<file path="src/rtl/multi_sequence_ctrl.sv">
// multi_sequence_ctrl: parses CH/LEN/CYC/data frames from a byte FIFO and programs NUM_CH
// looping bit-sequence generators. Define SEQ_CHECKSUM_EN to expect a trailing XOR byte.
module multi_sequence_ctrl #(
  parameter int  NUM_CH  = 4,
  parameter int  MAX_LEN = 255,
  localparam int CH_W    = (NUM_CH > 1) ? $clog2(NUM_CH) : 1
) (
  input  logic              clk,
  input  logic              rst,
  input  logic [7:0]        fifo_rd_data,
  input  logic              fifo_empty,
  output logic              fifo_rd_req,
  output logic              busy,
  output logic              frame_done,
  output logic              err,
  output logic [2:0]        err_code,
  output logic [NUM_CH-1:0] seq
);

  localparam int NB_MAX = (MAX_LEN + 7) / 8;
  localparam int SH_W   = NB_MAX * 8;
`ifdef SEQ_CHECKSUM_EN
  localparam logic [5:0] CHK_BYTES = 6'd1;
`else
  localparam logic [5:0] CHK_BYTES = 6'd0;
`endif

  localparam logic [2:0] S_IDLE   = 3'd0;
  localparam logic [2:0] S_HDR    = 3'd1;
  localparam logic [2:0] S_DATA   = 3'd2;
  localparam logic [2:0] S_CHK    = 3'd3;
  localparam logic [2:0] S_COMMIT = 3'd4;
  localparam logic [2:0] S_DRAIN  = 3'd5;

  localparam logic [2:0] ERR_NONE = 3'd0;
  localparam logic [2:0] ERR_CH   = 3'd1;
  localparam logic [2:0] ERR_LEN  = 3'd2;
  localparam logic [2:0] ERR_CYC  = 3'd3;

  logic [2:0]      state;
  logic            rd_vld;
  logic [5:0]      req_cnt;
  logic [5:0]      rcv_cnt;
  logic [CH_W-1:0] hdr_ch;
  logic [7:0]      hdr_len;
  logic [7:0]      hdr_cyc;
  logic [5:0]      data_bytes;
  logic [5:0]      frame_bytes;
  logic [5:0]      data_idx;
  logic            need_more;
  logic [SH_W-1:0] shadow;
  logic [SH_W-1:0] len_mask;
  logic [SH_W-1:0] shadow_masked;

  logic [SH_W-1:0] ch_data [NUM_CH];
  logic [7:0]      ch_len  [NUM_CH];
  logic [7:0]      ch_cyc  [NUM_CH];
  logic [7:0]      ch_ptr  [NUM_CH];
  logic [7:0]      ch_cnt  [NUM_CH];

  assign data_bytes  = 6'((9'(hdr_len) + 9'd7) >> 3);
  assign frame_bytes = 6'd3 + data_bytes + CHK_BYTES;
  assign data_idx    = rcv_cnt - 6'd3;

  // The three header bytes are always wanted; beyond that the length is known
  // only once LEN has been captured.
  assign need_more = (req_cnt < 6'd3) || ((rcv_cnt >= 6'd2) && (req_cnt < frame_bytes));

  assign fifo_rd_req = !fifo_empty &&
                       ((((state == S_HDR) || (state == S_DATA) || (state == S_CHK)) && need_more) ||
                        (state == S_DRAIN));
  assign busy        = (state != S_IDLE);
  assign frame_done  = (state == S_COMMIT);

  always_comb begin
    // NOTE: default every bit first so no path through the loop can infer a latch.
    len_mask = '0;
    for (int i = 0; i < SH_W; i++) len_mask[i] = (i < int'(hdr_len));
    shadow_masked = shadow & len_mask;
  end

`ifdef SEQ_CHECKSUM_EN
  localparam logic [2:0] ERR_CHK = 3'd4;
  logic [7:0] xsum;

  always_ff @(posedge clk or posedge rst) begin
    if (rst)                                               xsum <= '0;
    else if (state == S_IDLE)                              xsum <= '0;
    else if (rd_vld && ((state == S_HDR) || (state == S_DATA))) xsum <= xsum ^ fifo_rd_data;
  end
`endif

  // NOTE: all clocked state uses non-blocking assignments so every block sees pre-edge values.
  always_ff @(posedge clk or posedge rst) begin
    if (rst) begin
      state    <= S_IDLE;
      rd_vld   <= 1'b0;
      req_cnt  <= '0;
      rcv_cnt  <= '0;
      hdr_ch   <= '0;
      hdr_len  <= 8'd1;
      hdr_cyc  <= 8'd1;
      err      <= 1'b0;
      err_code <= ERR_NONE;
    end else begin
      rd_vld <= fifo_rd_req;
      if (fifo_rd_req) req_cnt <= req_cnt + 6'd1;
      case (state)
        S_IDLE: begin
          req_cnt <= '0;
          rcv_cnt <= '0;
          if (!fifo_empty) state <= S_HDR;
        end
        S_HDR: if (rd_vld) begin
          rcv_cnt <= rcv_cnt + 6'd1;
          case (rcv_cnt)
            6'd0: if (fifo_rd_data >= 8'(NUM_CH)) begin
              state <= S_DRAIN; err <= 1'b1; err_code <= ERR_CH;
            end else hdr_ch <= fifo_rd_data[CH_W-1:0];
            6'd1: if ((fifo_rd_data == 8'd0) || (9'(fifo_rd_data) > 9'(MAX_LEN))) begin
              state <= S_DRAIN; err <= 1'b1; err_code <= ERR_LEN;
            end else hdr_len <= fifo_rd_data;
            default: if (fifo_rd_data == 8'd0) begin
              state <= S_DRAIN; err <= 1'b1; err_code <= ERR_CYC;
            end else begin
              hdr_cyc <= fifo_rd_data;
              state   <= S_DATA;
            end
          endcase
        end
        S_DATA: if (rd_vld) begin
          rcv_cnt <= rcv_cnt + 6'd1;
          if (rcv_cnt == 6'd2 + data_bytes) state <= (CHK_BYTES != 6'd0) ? S_CHK : S_COMMIT;
        end
`ifdef SEQ_CHECKSUM_EN
        S_CHK: if (rd_vld) begin
          if (fifo_rd_data == xsum) state <= S_COMMIT;
          else begin
            state <= S_DRAIN; err <= 1'b1; err_code <= ERR_CHK;
          end
        end
`endif
        S_COMMIT: begin
          err      <= 1'b0;
          err_code <= ERR_NONE;
          state    <= S_IDLE;
        end
        S_DRAIN: if (fifo_empty) state <= S_IDLE;
        default: state <= S_IDLE;
      endcase
    end
  end

  // NOTE: shadow is plain datapath rewritten by every frame, so it carries no reset.
  always_ff @(posedge clk) begin
    if (rd_vld && (state == S_DATA)) begin
      for (int b = 0; b < NB_MAX; b++)
        if (data_idx == 6'(b)) shadow[8*b +: 8] <= fifo_rd_data;
    end
  end

  // Per-channel generators; the committing channel restarts from bit 0 on the COMMIT edge.
  always_ff @(posedge clk or posedge rst) begin
    if (rst) begin
      seq <= '0;
      for (int i = 0; i < NUM_CH; i++) begin
        ch_data[i] <= '0;
        ch_len[i]  <= 8'd1;
        ch_cyc[i]  <= 8'd1;
        ch_ptr[i]  <= '0;
        ch_cnt[i]  <= '0;
      end
    end else begin
      for (int i = 0; i < NUM_CH; i++) begin
        if (frame_done && (hdr_ch == CH_W'(i))) begin
          ch_data[i] <= shadow_masked;
          ch_len[i]  <= hdr_len;
          ch_cyc[i]  <= hdr_cyc;
          ch_ptr[i]  <= '0;
          ch_cnt[i]  <= '0;
          seq[i]     <= shadow_masked[0];
        end else begin
          seq[i] <= ch_data[i][ch_ptr[i]];
          if (ch_cnt[i] == ch_cyc[i] - 8'd1) begin
            ch_cnt[i] <= '0;
            ch_ptr[i] <= (ch_ptr[i] == ch_len[i] - 8'd1) ? 8'd0 : ch_ptr[i] + 8'd1;
          end else begin
            ch_cnt[i] <= ch_cnt[i] + 8'd1;
          end
        end
      end
    end
  end

endmodule
</file>
<file path="config.mk">
export PLATFORM = sky130hd
export DESIGN_NAME = multi_sequence_ctrl
export DESIGN_NICKNAME = d
export VERILOG_FILES = /design/src/rtl/multi_sequence_ctrl.sv
export SDC_FILE = /design/constraint.sdc
export NUM_CORES = 2
export LEC_CHECK = 0
export BUFFER_PORTS_ARGS = -buffer_cell sky130_fd_sc_hd__buf_4
export CORE_ASPECT_RATIO = 2
export CORE_MARGIN = 2
export CORE_UTILIZATION = 45
export DETAILED_ROUTE_END_ITERATION = 7
export GPL_ROUTABILITY_DRIVEN = 0
export HOLD_SLACK_MARGIN = 0.1
export PLACE_DENSITY_LB_ADDON = 0.3
export SLEW_MARGIN = 0
export SYNTH_ARGS = -nofsm -noshare
export SYNTH_HDL_FRONTEND = slang
export SYNTH_SLANG_ARGS = --single-unit
export TNS_END_PERCENT = 1
</file>
<file path="constraint.sdc">
create_clock -name clk -period 50.3 [get_ports clk]
set_input_delay 2.515 -clock clk [delete_from_list [all_inputs] [get_ports clk]]
set_output_delay 2.515 -clock clk [all_outputs]
set_load 0.02 [all_outputs]
</file>
==> flow_summary.json <==
{
  "cts_tree": "yes",
  "grt_max_degree": 288,
  "hp-class": "flop to flop",
  "peakVddDrop_mv": 0.0357,
  "antenna_found_initial": 13,
  "syn_inst": 5783,
  "fin_crit_sh_pct": 16.1,
  "row_count": 195,
  "fin_worst_skew_ns": 0.0359,
  "crit_fanout": 124,
  "synth_cell_type_count": 82,
  "yosys_warnings": 0,
  "synth_nets": 5823,
  "drive_gt1_share_pct": 11.8,
  "synth.avg_cell_area_um2": 11.1,
  "cts_hold_buf": 0,
  "post-place-ws_ns": 41.21,
  "final_area_um2": 69600,
  "synthTopCellsByArea": "dfrtp_1 46%, edfxtp_1 12%, mux4_2 9.6%",
  "status": "complete, but fails checks",
  "start_util_pct": 45.4,
  "htreeDepth": 3,
  "min_to": "ch_data[187]$_DFFE_PP0P_",
  "fin_util_pct": 49.3,
  "max_freq_mhz": 124,
  "hold_viol_final": 0,
  "p_switching_mw": 1.23,
  "seq_power_share_pct": 44.4,
  "core-area_um2": 141000,
  "synth_seq_cells": 1444,
  "cts_buffers": 120,
  "p_leak_nw": 28.4,
  "num-nets-final": 5612,
  "reg2reg_from": "hdr_len[3]$_DFFE_PP0P_",
  "switching_share_pct": 36.4,
  "drt-total-wl_um": 210000,
  "yosysTopAreaCell": "dfrtp_1",
  "reg2reg_slack_ns": 45.44,
  "crit_required_ns": 51.05,
  "p_clk_share_pct": 28.6,
  "rsz0062_at_grt": "false",
  "combinationalPowerShare_pct": 27.0,
  "p_per_area_nw_per_um2": 48.7,
  "cts_buffer_depth": 3,
  "fin_crit_ns": 8.09,
  "dr_total_vias": 45600,
  "drc": 0,
  "grtUsageTotal_pct": 29.1,
  "maxCapViolCount": 0,
  "dpl_cell_area_um2": 65500,
  "fin_ws_ns": 42.21,
  "io_pins": 22,
  "synthToLayoutAreaGrowth_pct": 8.77,
  "fp.dieH_um": 537,
  "netlist_area_um2": 64000,
  "ant_nets": 0,
  "post_cts_resized": 0,
  "async_reset_ff_share_pct": 82.3,
  "finalPower_mw": 3.39,
  "synth_edf_count": 255,
  "slew-limit-headroom_pct": -4.09,
  "die-area_um2": 145000,
  "grt_pass1_vias": 45000,
  "drt_pass1_iterations": 6,
  "holdCritStartpoint": "ch_data[187]$_DFFE_PP0P_",
  "startpoint_type": "input pin",
  "viasPerCell": 6.03,
  "yosysTopAreaCellShare_pct": 46.1,
  "layout_common_cells": "1303 x nand2_1, 1163 x dfrtp_1, 1150 x o21ai_0, 274 x mux4_2, 255 x edfxtp_1",
  "multi_input_area_um2": 24600,
  "final.setup.tns_ns": 0,
  "yosysSeqAreaShare_pct": 58.5,
  "violations": "max-slew violations",
  "cts_root_buf": "clkbuf_16",
  "setup_viol": 0,
  "holdWs_ns": 0.475,
  "cts.clk_slew.worst_paths_ns": 0.07,
  "p_int_mw": 2.16,
  "seqCellArea_um2": 37500,
  "critical_path_class": "input pin to async pin",
  "dp_hpwl_um": 141000,
  "dr.first_iter.drc_count": 4594,
  "grt_overflow": 0,
  "clock_latency_ns": 0.78,
  "r2r_end": "req_cnt[5]$_DFFE_PP0P_",
  "place_inst": 7320,
  "port_buffers": 20,
  "cts_setup_buffers": 0,
  "holdPathStages": 2,
  "synthFlopType": "dfrtp_1",
  "fillCellCount": 12900,
  "final_common_cell": "nand2_1",
  "crit_arrival_ns": 8.84,
  "tightestPinTransition_ns": 1.56,
  "grt_pass1_wl_um": 307000,
  "end_kind": "async pin",
  "cts_num_sinks": 1444,
  "stdcell_count": 7555,
  "die_w_um": 271,
  "worstRegToRegCells": 15,
  "slew_violations": 1,
  "wl_per_cell_um": 27.9
}
## cells in the mapped netlist, types with 22 or more instances
master,count
nand2_1,1305
dfrtp_1,1179
o21ai_0,1150
clkbuf_1,379
mux4_2,274
edfxtp_1,255
o211ai_1,164
nor2_1,154
nand3_1,96
xnor2_1,68
xor2_1,59
mux2i_1,54
nor3_1,53
a21oi_1,49
inv_1,49
and3_1,32
buf_2,31
and2_1,29
ha_1,29
mux2_2,27
buf_1,22
## power groups by stage
stage,sequential (mW),clock [mW],combinational (mW)
2_1_floorplan,1.46,0,0.578
3_3_place_gp,1.51,0,0.875
3_5_place_dp,1.53,0,0.891
4_1_cts,1.50,0.977,0.895
5_1_grt,1.52,1.02,0.970
6_report,1.51,0.971,0.914
## cell type report
class | count | share of cell area, %
clock buffers | 161 | 4.82
multi-input cells | 3843 | 35.4
repair buffers | 112 | 1.26
flip-flops and latches | 1444 | 53.9
well taps | 1871 | 3.37
clock inverters | 64 | 0.969
diodes | 9 | 0.0324
inverters | 51 | 0.286
## critical path: stages
cell	delay, ns
buf_4	0.13
inv_8	0.52
buf_4	0.75
buf_4	0.82
buf_4	0.98
buf_4	0.83
buf_4	0.90
buf_4	0.93
## per-layer routing
metal | part of all wire (%) | up-vias | GRT usage [%]
met4 | 10 | 6 | 25.0
met1 | 34 | 22800 | 31.9
li1 | - | 20100 | -
met3 | 6.6 | 737 | 4.55
met5 | 0.017 | - | 0
met2 | 49 | 1981 | 49.6
## logic make-up (layout without fill, tap and decap cells)
family / count (synthesis) / after routing / synth area share, %
xor gates and xnor gates: 127 / 127 / 1.74
muxes: 356 / 356 / 11.0
other: 1 / 10 / 0.00586
DFF: 1444 / 1444 / 58.5
AOI/OAI and AO/OA: 1517 / 1517 / 13.2
and+or+nand+nor: 1812 / 1812 / 11.9
buffers and inverters: 496 / 388 / 3.08
adders and majority gates: 30 / 30 / 0.583
## how the worst max path moves through the flow
stage	from	endpoint	slack, ns
5_1_grt	rst	ch_data[489]$_DFFE_PP0P_	41.27
3_3_place_gp	rst	ch_data[606]$_DFFE_PP0P_	41.39
3_5_place_dp	rst	ch_data[604]$_DFFE_PP0P_	41.21
2_1_floorplan	rst	ch_cnt[0]$_DFF_PP0_	14.31
6_report	rst	ch_data[484]$_DFFE_PP0P_	42.21
4_1_cts	rst	ch_data[604]$_DFFE_PP0P_	42.04
## registers in the layout, summed over array words and instances (netlist names)
register / cells
seq: 4
rcv_cnt: 6
hdr_ch: 2
hdr_len: 8
err: 1
hdr_cyc: 8
state: 3
rd_vld: 1
ch_ptr: 32
ch_len: 32
err_code: 2
ch_data: 1020
req_cnt: 6
ch_cyc: 32
ch_cnt: 32
shadow: 255
Power figures use the tool's default switching activity.
